## config.mk

```make
export PLATFORM = sky130hd
export DESIGN_NAME = digitron_scan_display
export DESIGN_NICKNAME = d
export VERILOG_FILES = /design/src/rtl/digitron_scan_display.sv
export SDC_FILE = /design/constraint.sdc
export NUM_CORES = 1
export LEC_CHECK = 0
export BUFFER_PORTS_ARGS = -buffer_cell sky130_fd_sc_hd__clkbuf_2
export CAP_MARGIN = 15
export CORE_MARGIN = 4
export CORE_UTILIZATION = 40
export CTS_CLUSTER_SIZE = 8
export DETAILED_ROUTE_END_ITERATION = 7
export GPL_ROUTABILITY_DRIVEN = 0
export PLACE_DENSITY = 0.68
export SLEW_MARGIN = 15
export SYNTH_ARGS = -nofsm -noshare
export SYNTH_HDL_FRONTEND = slang
export SYNTH_SLANG_ARGS = --single-unit
```

## constraint.sdc

```tcl
create_clock -name CLK -period 2.5 [get_ports CLK]
set_input_delay 0.125 -clock CLK [delete_from_list [all_inputs] [get_ports CLK]]
set_output_delay 0.125 -clock CLK [all_outputs]
set_load 0.01 [all_outputs]
```

## src/rtl/digitron_scan_display.sv

```systemverilog
// rtl/digitron_scan_display.sv - multiplexed 7-segment scan driver with frame-coherent capture
// Optional blink support is built when DIGITRON_BLINK_EN is defined.
module digitron_scan_display #(
    parameter int DIGITS       = 4,
    parameter int SCAN_DIV     = 50000,
    parameter int BLINK_FRAMES = 64
) (
    input  logic                  CLK,
    input  logic                  RST,
    input  logic                  enable,
    input  logic [4*DIGITS-1:0]   data,
    input  logic [DIGITS-1:0]     dp,
    input  logic [DIGITS-1:0]     blank,
    input  logic [DIGITS-1:0]     blink,
    output logic [7:0]            Digitron_Out,
    output logic [DIGITS-1:0]     DigitronCS_Out,
    output logic                  frame_start
);

    localparam int PW = (SCAN_DIV > 1) ? $clog2(SCAN_DIV) : 1;
    localparam int IW = (DIGITS > 1) ? $clog2(DIGITS) : 1;

    logic [PW-1:0]       p_q, p_d;
    logic [IW-1:0]       i_q, i_d;
    logic [4*DIGITS-1:0] data_sh_q;
    logic [DIGITS-1:0]   dp_sh_q, blank_sh_q;
    logic [7:0]          seg_q, seg_d;
    logic [DIGITS-1:0]   cs_q, cs_d;
    logic                fs_q;
    logic                snap, wrap_p, blink_off, lit;
    logic [3:0]          code;
    logic [7:0]          glyph;

    assign snap   = enable && (p_q == '0) && (i_q == '0);
    assign wrap_p = (p_q == PW'(SCAN_DIV - 1));

    always_comb begin
        p_d = p_q;
        i_d = i_q;
        if (enable) begin
            p_d = wrap_p ? '0 : p_q + 1'b1;
            if (wrap_p)
                i_d = (i_q == IW'(DIGITS - 1)) ? '0 : i_q + 1'b1;
        end
    end

`ifdef DIGITRON_BLINK_EN
    localparam int FW = (BLINK_FRAMES > 1) ? $clog2(BLINK_FRAMES) : 1;

    logic [FW-1:0]     fc_q;
    logic              phase_q;
    logic [DIGITS-1:0] blink_sh_q;

    always_ff @(posedge CLK or posedge RST) begin
        if (RST) begin
            fc_q       <= '0;
            phase_q    <= 1'b0;
            blink_sh_q <= '0;
        end else if (snap) begin
            blink_sh_q <= blink;
            if (fc_q == FW'(BLINK_FRAMES - 1)) begin
                fc_q    <= '0;
                phase_q <= ~phase_q;
            end else begin
                fc_q <= fc_q + 1'b1;
            end
        end
    end

    assign blink_off = phase_q & blink_sh_q[i_q];
`else
    logic blink_unused;
    assign blink_unused = ^blink;
    assign blink_off    = 1'b0;
`endif

    always_comb begin
        code = data_sh_q[4*i_q +: 4];
        case (code)
            4'h0: glyph = 8'h3f;
            4'h1: glyph = 8'h06;
            4'h2: glyph = 8'h5b;
            4'h3: glyph = 8'h4f;
            4'h4: glyph = 8'h66;
            4'h5: glyph = 8'h6d;
            4'h6: glyph = 8'h7d;
            4'h7: glyph = 8'h07;
            4'h8: glyph = 8'h7f;
            4'h9: glyph = 8'h6f;
            4'hA: glyph = 8'h73;
            4'hB: glyph = 8'h77;
            4'hC: glyph = 8'h6d;
            4'hD: glyph = 8'h40;
            4'hE: glyph = 8'h79;
            default: glyph = 8'h00;
        endcase
    end

    // p==0 is the deghost cycle: all digits dark while the select lines settle.
    assign lit = enable && (p_q != '0) && !blank_sh_q[i_q] && !blink_off;

    always_comb begin
        seg_d = 8'h00;
        cs_d  = '1;
        if (lit) begin
            seg_d = glyph | {dp_sh_q[i_q], 7'b0};
            cs_d  = ~(DIGITS'(1) << i_q);
        end
    end

    always_ff @(posedge CLK or posedge RST) begin
        if (RST) begin
            p_q        <= '0;
            i_q        <= '0;
            data_sh_q  <= '0;
            dp_sh_q    <= '0;
            blank_sh_q <= '1;
            seg_q      <= 8'h00;
            cs_q       <= '1;
            fs_q       <= 1'b0;
        end else begin
            p_q   <= p_d;
            i_q   <= i_d;
            seg_q <= seg_d;
            cs_q  <= cs_d;
            fs_q  <= snap;
            if (snap) begin
                data_sh_q  <= data;
                dp_sh_q    <= dp;
                blank_sh_q <= blank;
            end
        end
    end

    assign Digitron_Out   = seg_q;
    assign DigitronCS_Out = cs_q;
    assign frame_start    = fs_q;

endmodule

```

### After elaboration in Yosys (flattened, before gate mapping)

Memories as Yosys holds them, arrays and structs flattened.
Cells that the tools add are included.
W data, S select, Z words.

* ROM bits: 112
* bits of input ports: 31
* memories kept: 1
* register bits: 55
* word-level logic and storage cells: 35
* output and inout port bits: 13

* reduce and logical (&&, ||, !) cells: 9
* multiplexer cells: 8
* magnitude comparators: 1
* bitwise logic cells: 2
* eq/ne operators: 2
* shifts and indexed selects: 2
* add/subtract/negate cells: 2

Memories
* (name not given): words 16, width 7, rd ports 1, clocked after memory_dff 0, wr ports 0, RTL line 79 `case (code)`

Operator list (count)
* $add A16 B1 Y16 const B: 1
* $eq A16 B16 Y1 const B: 1
* $logic_not A16 Y1: 1
* $mux W16: 1
* $reduce_bool A16 Y1: 1
* $shiftx A16 B5 Y4: 1
* $mux W8: 1
* $or A8 B8 Y8: 1
* $bmux W1 S2: 2
* $logic_and A1 B1 Y1: 4
* $mux W4: 1
* $not A4 Y4: 1
* $shl A1 B2 Y4 const A: 1
* $lt A2 B3 Y1 const B: 1
* $add A2 B1 Y2 const B: 1
* $eq A2 B2 Y1 const B: 1
* $logic_not A2 Y1: 1
* $mux W1: 2
* $mux W2: 1
* $reduce_and A2 Y1: 1
* $logic_not A1 Y1: 1

### Longest topological paths before layout

* depth after elaboration: 5
* mapped depth: 7
* depth with buffers taken out: 6

### Worst setup path after synthesis

OpenSTA, ideal clock, no wires.

* path type: register to register
* start point: reg i_q[0]
* end point: reg seg_q[6] (netlist: Digitron_Out[6])
* clock period less this slack: 2.030 ns
* stages on the path, launching flop included: 6
* library setup time: 0.104 ns
* buffers on the path: 1
* arrival time: 1.926 ns
* setup slack: 0.470 ns
* path through: dfrtp_1 > buf_2 > mux4_2 > ha_1 > mux2_2 > a221oi_1

* longest elaborated chain between the ends: 5

RTL lines
* from (decl): RTL line 24 `logic [IW-1:0] i_q, i_d;`
* from (signal assigned): RTL line 123 `i_q <= i_d;`
* branches (longest 4 deep; another with $mem_v2 Z16 W7)
* $mux W8 *: RTL line 105 `if (lit) begin`
* net seg_d[6]: RTL line 27 `logic [7:0] seg_q, seg_d;`
* to (signal assigned): RTL line 124 `seg_q <= seg_d;`
* to (decl): RTL line 27

Mark *: on every way through the listed nets, which the timed path passes. The select of a mux whose other input is x is not followed.
A chain may end at the register's enable or synchronous reset.

### Worst setup path after layout

* start point: reg p_q[0]
* end point: reg data_sh_q[1]

* longest elaborated chain between the ends: 3

RTL lines
* from (decl): RTL line 23 `logic [PW-1:0] p_q, p_d;`
* from (signal assigned): RTL line 122 `p_q <= p_d;`
* $logic_not A16 Y1: RTL line 34 `assign snap = enable && (p_q == '0) && (i_q == '0);`
* $logic_and A1 B1 Y1 (2 in series): RTL line 34
* to (signal assigned): RTL line 128 `data_sh_q <= data;`
* to (decl): RTL line 25 `logic [4*DIGITS-1:0] data_sh_q;`

No other way between the ends.

==> results.sh <==
export IMPL_outcome="complete, no violations"
export IMPL_min_to="blank_sh_q[1]"
export IMPL_power_density_nw_per_um2=878
export IMPL_post_cts_setup_buffers=0
export IMPL_grt_pass1_wl_mm=8.84
export IMPL_clock_sinks=55
export IMPL_p_leak_nw=1.44
export IMPL_swShare_pct=32.7
export IMPL_syn_inst=218
export IMPL_combPwrFrac_pct=31.2
export IMPL_syn_area_um2=2690
export IMPL_cp_arrival_ps=2320
export IMPL_grt_pass1_vias=1842
export IMPL_cts_tree="done"
export IMPL_wl_per_cell_um=14.4
export IMPL_numCtsBuffers=5
export IMPL_synthArstFlopShare_pct=100
export IMPL_required_ps=2690
export IMPL_post_route_period_util_pct=85.2
export IMPL_p_switching_mw=0.884
export IMPL_grt_max_degree=26
export IMPL_min_path_cells=2
export IMPL_synth_top_flop_cell="dfrtp_1"
export IMPL_hp_start="blank[1]"
export IMPL_hp_class="input port to register"
export IMPL_row_count=29
export IMPL_r2r_start="p_q[0]"
export IMPL_final_core_util_pct=48.0
export IMPL_slew_headroom_pct=66.9
export IMPL_timing_reg2reg_setup_slack_ps=370
export IMPL_cp_end_kind="register"
export IMPL_drtIter0Drc=55
export IMPL_port_buffers=39
export IMPL_rr_worst_depth=7
export IMPL_cp_cell_sequence="inv_1, ha_1, nor4b_1, nand4_1, nor2_2, buf_4, mux2_2"
export IMPL_yosysTopAreaCell="dfrtp_1"
export IMPL_start_util_pct=41.8
export IMPL_critPathBufInv=2
export IMPL_synth_top_area_share_pct=43.8
export IMPL_root_buffer="clkbuf_8"
export IMPL_clock_latency_ps=310
export IMPL_drc=0
export IMPL_synthToLayoutAreaGrowth_pct=14.7
export IMPL_htreeDepth=2
export IMPL_drive_gt1_share_pct=39.0
export IMPL_dieHeight_um=90.0
export IMPL_die_area_um2=8090
export IMPL_cp_max_fo=15
export IMPL_yosys_warnings=0
export IMPL_hold_violations=0
export IMPL_cp_startpoint="p_q[0]"
export IMPL_fmax_mhz=470
export IMPL_final_common_cell="dfrtp_1"
export IMPL_post_cts_resized=0
export IMPL_synth_area_per_cell_um2=12.3
export IMPL_syn_num_nets=261
export IMPL_drv_cap=0
export IMPL_nets=306
export IMPL_clkPwrFrac_pct=18.5
export IMPL_finalSetupViolCount=0
export IMPL_die_width_um=90.0
export IMPL_synth_seq_cells=55
export IMPL_clkTransAtPathRegs_ps=110
export IMPL_rsz0062_at_grt="no"
export IMPL_worst_pin_slew_ps=496
export IMPL_ir_drop_uv=306
export IMPL_drv_slew=0
export IMPL_cp_top_family="simple AND/OR/NAND/NOR gates"
export IMPL_clockBufferDepth=2
export IMPL_antenna_found_initial=0
export IMPL_seqPwrFrac_pct=50.2
export IMPL_finalSetupTns_ps=0
export IMPL_drt_total_wl_mm=4.90
export IMPL_worst_path_max_delay_cell="dfrtp_1"
export IMPL_start_kind="register"
export IMPL_seq_area_frac_synth_pct=51.6
export IMPL_dp_final_hpwl_mm=3.64
export IMPL_period_minus_slack_ps=2130
export IMPL_p_int_mw=1.82
export IMPL_final_cell_mix="dfrtp_1, clkbuf_2, mux2_2"
export IMPL_grt_total_usage_pct=13.2
export IMPL_routed_via_density=5.09
export IMPL_synth_top_cells_by_area="dfrtp_1, mux2_2, dfstp_2"
export IMPL_ant_nets=0
export IMPL_r2r_end="data_sh_q[1]"
export IMPL_ys_types=36
export IMPL_crit_type="register to register"
export IMPL_grt_overflow=0
export IMPL_synth_edf_count=0
export IMPL_first_pass_iters=4
export IMPL_antenna_cells=0
export IMPL_core_area_um2=6420
export IMPL_finalClockSkew_ps=13.3
export IMPL_cpPeakStageDelay_ps=470
export IMPL_pin_count=44
export IMPL_vias=1737
-- how the worst max path moves through the flow --
stage,cells after the start,end,slack [ps]
3_5_place_dp,7,data_sh_q[1],350
2_1_floorplan,5,Digitron_Out[6],470
5_1_grt,7,data_sh_q[1],230
6_report,7,data_sh_q[1],370
4_1_cts,7,data_sh_q[1],320
3_3_place_gp,7,data_sh_q[9],420
-- flip-flops by register name (all words and copies together) (netlist names) --
| name | cells |
|---|---|
| data_sh_q | 16 |
| p_q | 16 |
| Digitron_Out | 8 |
| DigitronCS_Out | 4 |
| blank_sh_q | 4 |
| dp_sh_q | 4 |
| i_q | 2 |
| frame_start | 1 |
-- per-stage QoR --
stage	area, um2	hold slack (ps)	total power, mW	instances	worst slack [ps]
finish	3080	33.2	2.71	341	371
global route	3080	18.4	2.92	341	230
CTS	3080	25.8	2.74	341	316
detailed placement	2980	170	2.23	332	353
global placement	2980	167	2.19	332	420
floorplan	2690	277	1.99	218	470
-- power by group through the flow --
stage	Sequential [mW]	Clock (mW)	Combinational [mW]
after CTS	1.36	0.526	0.855
after global placement	1.37	0	0.816
final	1.36	0.502	0.845
after global routing	1.40	0.567	0.957
after detailed placement	1.38	0	0.850
after floorplan	1.36	0	0.628
-- timing repair --
| action | in CTS | in global routing |
|---|---|---|
| setup endpoints to repair | 0 | 0 |
| hold endpoints to repair | 15 | 0 |
| hold buffers | 1 | 0 |
-- area by class of cell --
class / instances / area (um2)
Timing Repair Buffer: 47 / 258
Inverter: 10 / 37.5
Fill cell: 579 / 3340
Multi-Input combinational cell: 144 / 1210
Tap cell: 77 / 96.3
Sequential cell: 55 / 1390
Clock buffer: 5 / 68.8
Clock inverter: 3 / 23.8
-- kinds of logic (layout without fill, tap and decap cells) --
group	after synthesis	count (layout)	share of synthesized area, %
xor+xnor	13	13	4.24
buf+inv	19	65	3.31
compound gates	13	13	3.35
fa+ha+maj	12	12	5.59
simple gates	64	64	12.5
flops	55	55	51.6
mux	42	42	19.5
-- metal layers --
metal	GRT usage (%)	share of wire [%]	vias up
met2	20.4	47	48
met5	0	0	-
li1	-	-	854
met1	18.3	48	832
met4	3.06	0.47	0
met3	4.09	5.0	3
-- cell usage after synthesis (2+ instances only) --
master / number
nand2b_1: 3
and4_1: 2
xnor2_1: 7
buf_2: 4
o22ai_1: 2
nand2_1: 14
or4_1: 2
a21oi_1: 3
o31ai_1: 2
mux2i_1: 5
nand4_1: 4
ha_1: 12
xor2_1: 6
dfstp_2: 8
mux4_2: 5
mux2_2: 32
dfrtp_1: 47
a221oi_1: 3
inv_1: 10
nor3_1: 4
nand3_1: 6
and2_1: 2
nor2_1: 17
buf_4: 3
nor4_1: 4
(Power assumes the default switching activity.)
